--- config.mk ---
export PLATFORM = sky130hd
export DESIGN_NAME = rollo_iii_encrypt
export DESIGN_NICKNAME = d
export VERILOG_FILES = /design/src/rtl/rollo_iii_encrypt.sv
export SDC_FILE = /design/constraint.sdc
export NUM_CORES = 1
export LEC_CHECK = 0
export ABC_AREA = 1
export BUFFER_PORTS_ARGS = -buffer_cell sky130_fd_sc_hd__buf_2
export CAP_MARGIN = 20
export CORE_UTILIZATION = 35
export DETAILED_ROUTE_END_ITERATION = 10
export PLACE_DENSITY = 0.59
export SLEW_MARGIN = 10
export SYNTH_ARGS = -nofsm -noshare
export SYNTH_HDL_FRONTEND = slang
export SYNTH_SLANG_ARGS = --single-unit
--- constraint.sdc ---
create_clock -name clk -period 10.51 [get_ports clk]
set_input_delay 2.6275 -clock clk [delete_from_list [all_inputs] [get_ports clk]]
set_output_delay 2.6275 -clock clk [all_outputs]
set_load 0.01 [all_outputs]
--- src/rtl/rollo_iii_encrypt.sv ---
// Hardware-scaled ROLLO-III encryption: LFSR-generated h, e1, e2, then c = e1 + e2*h
// over GF(2^M)[x]/(x^N - 1); the ciphertext is streamed one coefficient per cycle.
module rollo_iii_encrypt #(
  parameter int unsigned M          = 8,
  parameter logic [M:0]  FIELD_POLY = 9'h11B,
  parameter int unsigned N          = 17,
  parameter logic [31:0] SEED       = 32'hACE1
) (
  input  logic        clk,
  input  logic        rst_b,
  input  logic        start,
  output logic [31:0] data,
  output logic        ready
);

  localparam int unsigned IW       = (N > 1) ? $clog2(N) : 1;
  localparam int unsigned SW       = IW + 1;
  localparam logic [31:0] SEED_EFF = (SEED == 32'h0) ? 32'h1 : SEED;
  localparam logic [31:0] TAPS     = 32'h8020_0003;

  typedef enum logic [1:0] {
    S_IDLE = 2'd0,
    S_GEN  = 2'd1,
    S_MUL  = 2'd2,
    S_DONE = 2'd3
  } state_e;

  state_e          state_q, state_d;
  logic [31:0]     lfsr_q, lfsr_d;
  logic [1:0]      seg_q, seg_d;
  logic [IW-1:0]   k_q, k_d;
  logic [IW-1:0]   i_q, i_d;
  logic [IW-1:0]   j_q, j_d;
  logic [IW-1:0]   idx_q, idx_d;
  logic            ready_q, ready_d;
  logic [31:0]     data_q, data_d;
  logic [M-1:0]    h_q  [N];
  logic [M-1:0]    h_d  [N];
  logic [M-1:0]    e2_q [N];
  logic [M-1:0]    e2_d [N];
  logic [M-1:0]    c_q  [N];
  logic [M-1:0]    c_d  [N];

  logic [M-1:0]    coef;
  logic [M-1:0]    prod;
  logic [SW-1:0]   sum;
  logic [IW-1:0]   sidx;

  // Galois LFSR, one shift per call.
  function automatic logic [31:0] lfsr_step(input logic [31:0] s);
    return s[0] ? ((s >> 1) ^ TAPS) : (s >> 1);
  endfunction

  // Shift-and-add field multiply, reducing after every doubling of the multiplicand.
  function automatic logic [M-1:0] gf_mul(input logic [M-1:0] a, input logic [M-1:0] b);
    logic [M:0]   aa;
    logic [M-1:0] p;
    aa = {1'b0, a};
    p  = '0;
    for (int unsigned t = 0; t < M; t++) begin
      if (b[t]) p = p ^ aa[M-1:0];
      aa = aa << 1;
      if (aa[M]) aa = aa ^ FIELD_POLY;
    end
    return p;
  endfunction

  // State register.
  always_ff @(posedge clk) begin
    if (!rst_b) state_q <= S_IDLE;
    else        state_q <= state_d;
  end

  // Next-state logic; start only matters in IDLE and DONE.
  always_comb begin
    state_d = state_q;
    case (state_q)
      S_IDLE: if (start) state_d = S_GEN;
      S_GEN:  if (seg_q == 2'd2 && k_q == IW'(N - 1)) state_d = S_MUL;
      S_MUL:  if (i_q == IW'(N - 1) && j_q == IW'(N - 1)) state_d = S_DONE;
      S_DONE: if (start) state_d = S_GEN;
      default: state_d = S_IDLE;
    endcase
  end

  // Datapath and output next values.
  always_comb begin
    lfsr_d  = lfsr_q;
    seg_d   = seg_q;
    k_d     = k_q;
    i_d     = i_q;
    j_d     = j_q;
    idx_d   = idx_q;
    ready_d = 1'b0;
    data_d  = '0;
    h_d     = h_q;
    e2_d    = e2_q;
    c_d     = c_q;
    coef    = '0;
    prod    = '0;
    sum     = '0;
    sidx    = '0;

    case (state_q)
      S_IDLE: begin
        if (start) begin
          lfsr_d = SEED_EFF;
          seg_d  = '0;
          k_d    = '0;
          i_d    = '0;
          j_d    = '0;
          idx_d  = '0;
        end
      end

      // seg 0 fills h, seg 1 fills e1 directly into c, seg 2 fills e2.
      S_GEN: begin
        lfsr_d = lfsr_step(lfsr_q);
        coef   = lfsr_d[M-1:0];
        case (seg_q)
          2'd0:    h_d[k_q]  = coef;
          2'd1:    c_d[k_q]  = coef;
          default: e2_d[k_q] = coef;
        endcase
        if (k_q == IW'(N - 1)) begin
          k_d   = '0;
          seg_d = seg_q + 2'd1;
        end else begin
          k_d = k_q + IW'(1);
        end
      end

      S_MUL: begin
        prod = gf_mul(e2_q[i_q], h_q[j_q]);
        sum  = SW'(i_q) + SW'(j_q);
        if (sum >= SW'(N)) sum = sum - SW'(N);
        sidx = sum[IW-1:0];
        c_d[sidx] = c_q[sidx] ^ prod;
        if (j_q == IW'(N - 1)) begin
          j_d = '0;
          i_d = (i_q == IW'(N - 1)) ? '0 : i_q + IW'(1);
        end else begin
          j_d = j_q + IW'(1);
        end
        idx_d = '0;
      end

      S_DONE: begin
        if (start) begin
          lfsr_d = SEED_EFF;
          seg_d  = '0;
          k_d    = '0;
          i_d    = '0;
          j_d    = '0;
          idx_d  = '0;
        end else begin
          ready_d = 1'b1;
          data_d  = {16'(idx_q), 16'(c_q[idx_q])};
          idx_d   = (idx_q == IW'(N - 1)) ? '0 : idx_q + IW'(1);
        end
      end

      default: ;
    endcase
  end

  // Control and output registers.
  always_ff @(posedge clk) begin
    if (!rst_b) begin
      lfsr_q  <= SEED_EFF;
      seg_q   <= '0;
      k_q     <= '0;
      i_q     <= '0;
      j_q     <= '0;
      idx_q   <= '0;
      ready_q <= 1'b0;
      data_q  <= '0;
    end else begin
      lfsr_q  <= lfsr_d;
      seg_q   <= seg_d;
      k_q     <= k_d;
      i_q     <= i_d;
      j_q     <= j_d;
      idx_q   <= idx_d;
      ready_q <= ready_d;
      data_q  <= data_d;
    end
  end

  // Coefficient storage is fully rewritten by GEN, so it carries no reset.
  always_ff @(posedge clk) begin
    h_q  <= h_d;
    e2_q <= e2_d;
    c_q  <= c_d;
  end

  assign data  = data_q;
  assign ready = ready_q;

endmodule

==> summary.md <==
| Metric | Value |
|---|---|
| Status | `finished clean` |
| CP max-delay cell | `fa_1` |
| Wirelength per Cell | `roughly 20 um` |
| Initial core utilization | `0.354` |
| Most frequent CP cell | `nor2_1` |
| Max FO, Critical Path | `29` |
| # rows | `slightly below 100` |
| Bufs and invs on worst path | `3` |
| Slew headroom | `0.230` |
| Final hold slack | `437 ps` |
| Mapped Avg Cell Area | `8.34 um2` |
| Antenna Diode Count | `0` |
| Sinks on the clock net | `approximately 480` |
| Top post-synthesis cells by area | `edfxtp_1, nand2_1, nand3_1` |
| Grt ovf | `0` |
| Die area | `about 74000 um2` |
| TritonCTS Buffers | `between 50 and 60` |
| CTS resizes | `0` |
| Leakage power | `11.4 nW` |
| Synth Flop Type | `edfxtp_1` |
| #FFs+latches synth | `around 480` |
| Vias | `about 21k` |
| Unrepaired setup endpoints after global routing | `false` |
| GPL Wtd Cong | `between 0.9 and 1` |
| Final Hold Vio Count | `0` |
| CP peak stage delay | `about 740 ps` |
| Sequential share of the synthesized area | `0.539` |
| Leading area contributor after synthesis | `edfxtp_1` |
| Share of layout cells above drive strength 1 | `0.0700` |
| Worst Min Path Start | `lfsr_q[15]` |
| Final instance area | `around 28000 um2` |
| Gr usage total | `0.211` |
| Asr flop ratio synth | `0` |
| DR iter-0 viols | `between 2k and 2.5k` |
| # Max-Cap Violations | `0` |
| Max Root-Sink Buffers | `3` |
| Post-route insts no fill | `4008` |
| I/O Buffers | `16` |
| DR pass1 iterations | `6` |
| Core Region | `71600 um2` |
| Setup ws final | `between 4000 and 5000 ps` |
| Die height | `between 200 and 300 um` |
| Worst Path Required | `between 10000 and 15000 ps` |
| Routed Antenna Nets | `0` |
| First-pass GRT wire length | `between 100000 and 150000 um` |
| Hold buffers post-CTS | `0` |
| Reg2reg start | `j_q[1]` |
| Crit-path cells | `buf_4, inv_2, fa_1, ha_1, nand4_1, nand2_2, nand2_4, o21ai_4, nand2_1, nor2_1, inv_1, nor2_1, nor2_1, nor2_1` |
| F_max | `between 150 and 200 MHz` |
| TritonCTS clock tree | `done` |
| Post-Place Setup Slack | `5240 ps` |
| Clk_lat worst skew | `around 630 ps` |
| Placed cell area | `~26000 um2` |
| Reg-to-reg slack, setup | `roughly 5000 ps` |
| Synthesized instance count | `roughly 3.0k` |
| Largest net degree at the start of global routing | `a little under 90` |
| Area Overhead vs Synth | `9.80%` |
| Netlist Area Pre-Place | `25400 um2` |
| Post-Route WL | `roughly 80000 um` |
| Clock transition at path regs | `60 ps` |
| Yosys top cell area share | `0.483` |
| Hold Crit Class | `register to register` |
| Root Driver | `clkbuf_16` |
| NumNets Final | `about 3k` |
| Drt via density | `5.21` |
| Delay-heaviest family, CP | `simple AND/OR/NAND/NOR gates` |
| Worst Clk Skew | `between 40 and 50 ps` |
| Setup bufs post-CTS | `0` |
| Setup TNS | `0 ps` |
| Post-DP HPWL | `51700 um` |
| Period utilization | `0.526` |
| Die width | `between 200 and 300 um` |
| Crit Path Class | `register to register` |
| Vias in the first global route | `roughly 20k` |
| Yosys warns | `0` |
| CP Capture Type | `register` |
| Initial antenna violation count | `0` |
| CTS H-tree lvls | `2` |
| # setup viols final | `0` |
| Final worst path period need | `5530 ps` |
| IO Pins | `36` |
| Peak supply drop | `between 0.3 and 0.4 mV` |
| Least-Margin Pin Slew | `1150 ps` |
| Critical path arrival | `roughly 5800 ps` |
| DRC | `0` |
| Critical Path Start Type | `register` |
| Post-synth EDFFs | `around 410` |
| Synth unique cells | `~60` |
| Source of the critical timing path | `j_q[1]` |
| Dpl cells | `between 3k and 4k` |
| Final Max Slew Viols | `0` |
| PD cells | `271 nW/um2` |
metal layers:
layer	up-vias	track usage	share of wire
li1	9972	-	-
met1	9872	0.287	0.43
met2	864	0.335	0.45
met3	186	0.0368	0.079
met4	0	0.0863	0.039
met5	-	0	0
Yosys cell counts, types with 5 or more instances:
master	instances
dfxtp_1	70
clkinv_1	6
inv_2	18
ha_1	25
a31oi_1	5
nand3_2	10
buf_1	8
nand2_1	1022
xor2_1	19
o21ai_0	125
edfxtp_1	408
nor3_1	5
o21a_1	9
o21ai_1	5
o211ai_1	18
a21oi_1	150
a22oi_1	14
clkbuf_1	47
nor2_1	281
buf_6	9
inv_1	273
nand3_1	324
buf_4	39
buf_2	39
nor2_2	8
xnor2_1	8
nand2_2	23
o2111ai_1	19
cells by family (layout without fill, tap and decap cells):
group,count (synthesis),count (layout),share of synthesized area
simple gates,1700,1700,0.279
flops,478,478,0.539
buf+inv,439,438,0.0754
compound gates,367,367,0.0832
xor+xnor,29,29,0.0106
fa+ha+maj,26,26,0.0131
other cells,1,19,0.000148
mux,1,1,0.000395
where the power goes:
part           switching [W]  total, W  internal [W]  leakage, nW
registers          0.0000886   0.00231       0.00222         4.08
logic                0.00264   0.00336      0.000722         6.49
clock network       0.000786   0.00186       0.00107        0.849
worst reg2reg max path: stages, from the launching register on:
cell and delay [ps]:
dfxtp_1 300, buf_4 350, inv_2 370, fa_1 760, ha_1 250, nand4_1 120
nand2_2 140, nand2_4 90, o21ai_4 430, nand2_1 660, nor2_1 260, inv_1 170
nor2_1 550, nor2_1 80, nor2_1 630
path summary, 6_finish.rpt:
check,cells after the start,end
worst max-delay path,14,c_q[80]
worst min-delay path,2,lfsr_q[14]
worst max register to register,14,c_q[80]
worst min register to register,2,lfsr_q[14]
cell usage in the layout (no fill, tap or decap), types with 3 or more instances in the layout:
cell type	Yosys	routed
conb_1	1	19
nand3_2	10	10
buf_2	39	16
edfxtp_1	408	408
dfxtp_1	70	60
clkbuf_16	0	55
nor3_1	5	5
ha_1	25	25
inv_1	273	273
a211oi_1	3	3
xnor2_1	8	8
a22oi_1	14	14
nand4_1	4	4
nor4_1	3	3
clkinv_2	0	9
nand2_2	23	23
nor2_1	281	281
nand3_1	324	324
o221ai_1	3	3
inv_2	18	18
a31oi_1	5	5
o2111ai_1	19	19
a21oi_1	150	150
nand2_1	1022	1022
o21a_1	9	9
o21ai_1	5	6
nand3b_1	4	4
dfxtp_2	0	10
nand2_4	4	4
nor2_2	8	8
clkbuf_1	47	12
o21ai_0	125	124
clkinv_1	6	10
o211ai_1	18	18
clkbuf_8	0	9
xor2_1	19	19
buf_4	39	30
state kept, by name (all words and copies together) (netlist names):
register	flops
k_q	5
e2_q	136
state_q	2
i_q	5
h_q	136
data	13
lfsr_q	32
idx_q	5
seg_q	2
j_q	5
c_q	136
ready	1
through the flow:
step	util	total power (W)
CTS	0.389	0.00747
global placement	0.364	0.00559
floorplan	-	0.00456
finish	0.389	0.00753
detailed placement	0.365	0.00562
global route	0.389	0.00786
area by class of cell:
class | instances | area, um2
Clock buffer | 77 | 1550
Clock inverter | 18 | 155
Multi-Input combinational cell | 2142 | 9860
Inverter | 297 | 1110
Sequential cell | 478 | 13700
Tap cell | 950 | 1190
Fill cell | 7291 | 43800
Timing Repair Buffer | 46 | 305
Power figures use the tool's default switching activity.
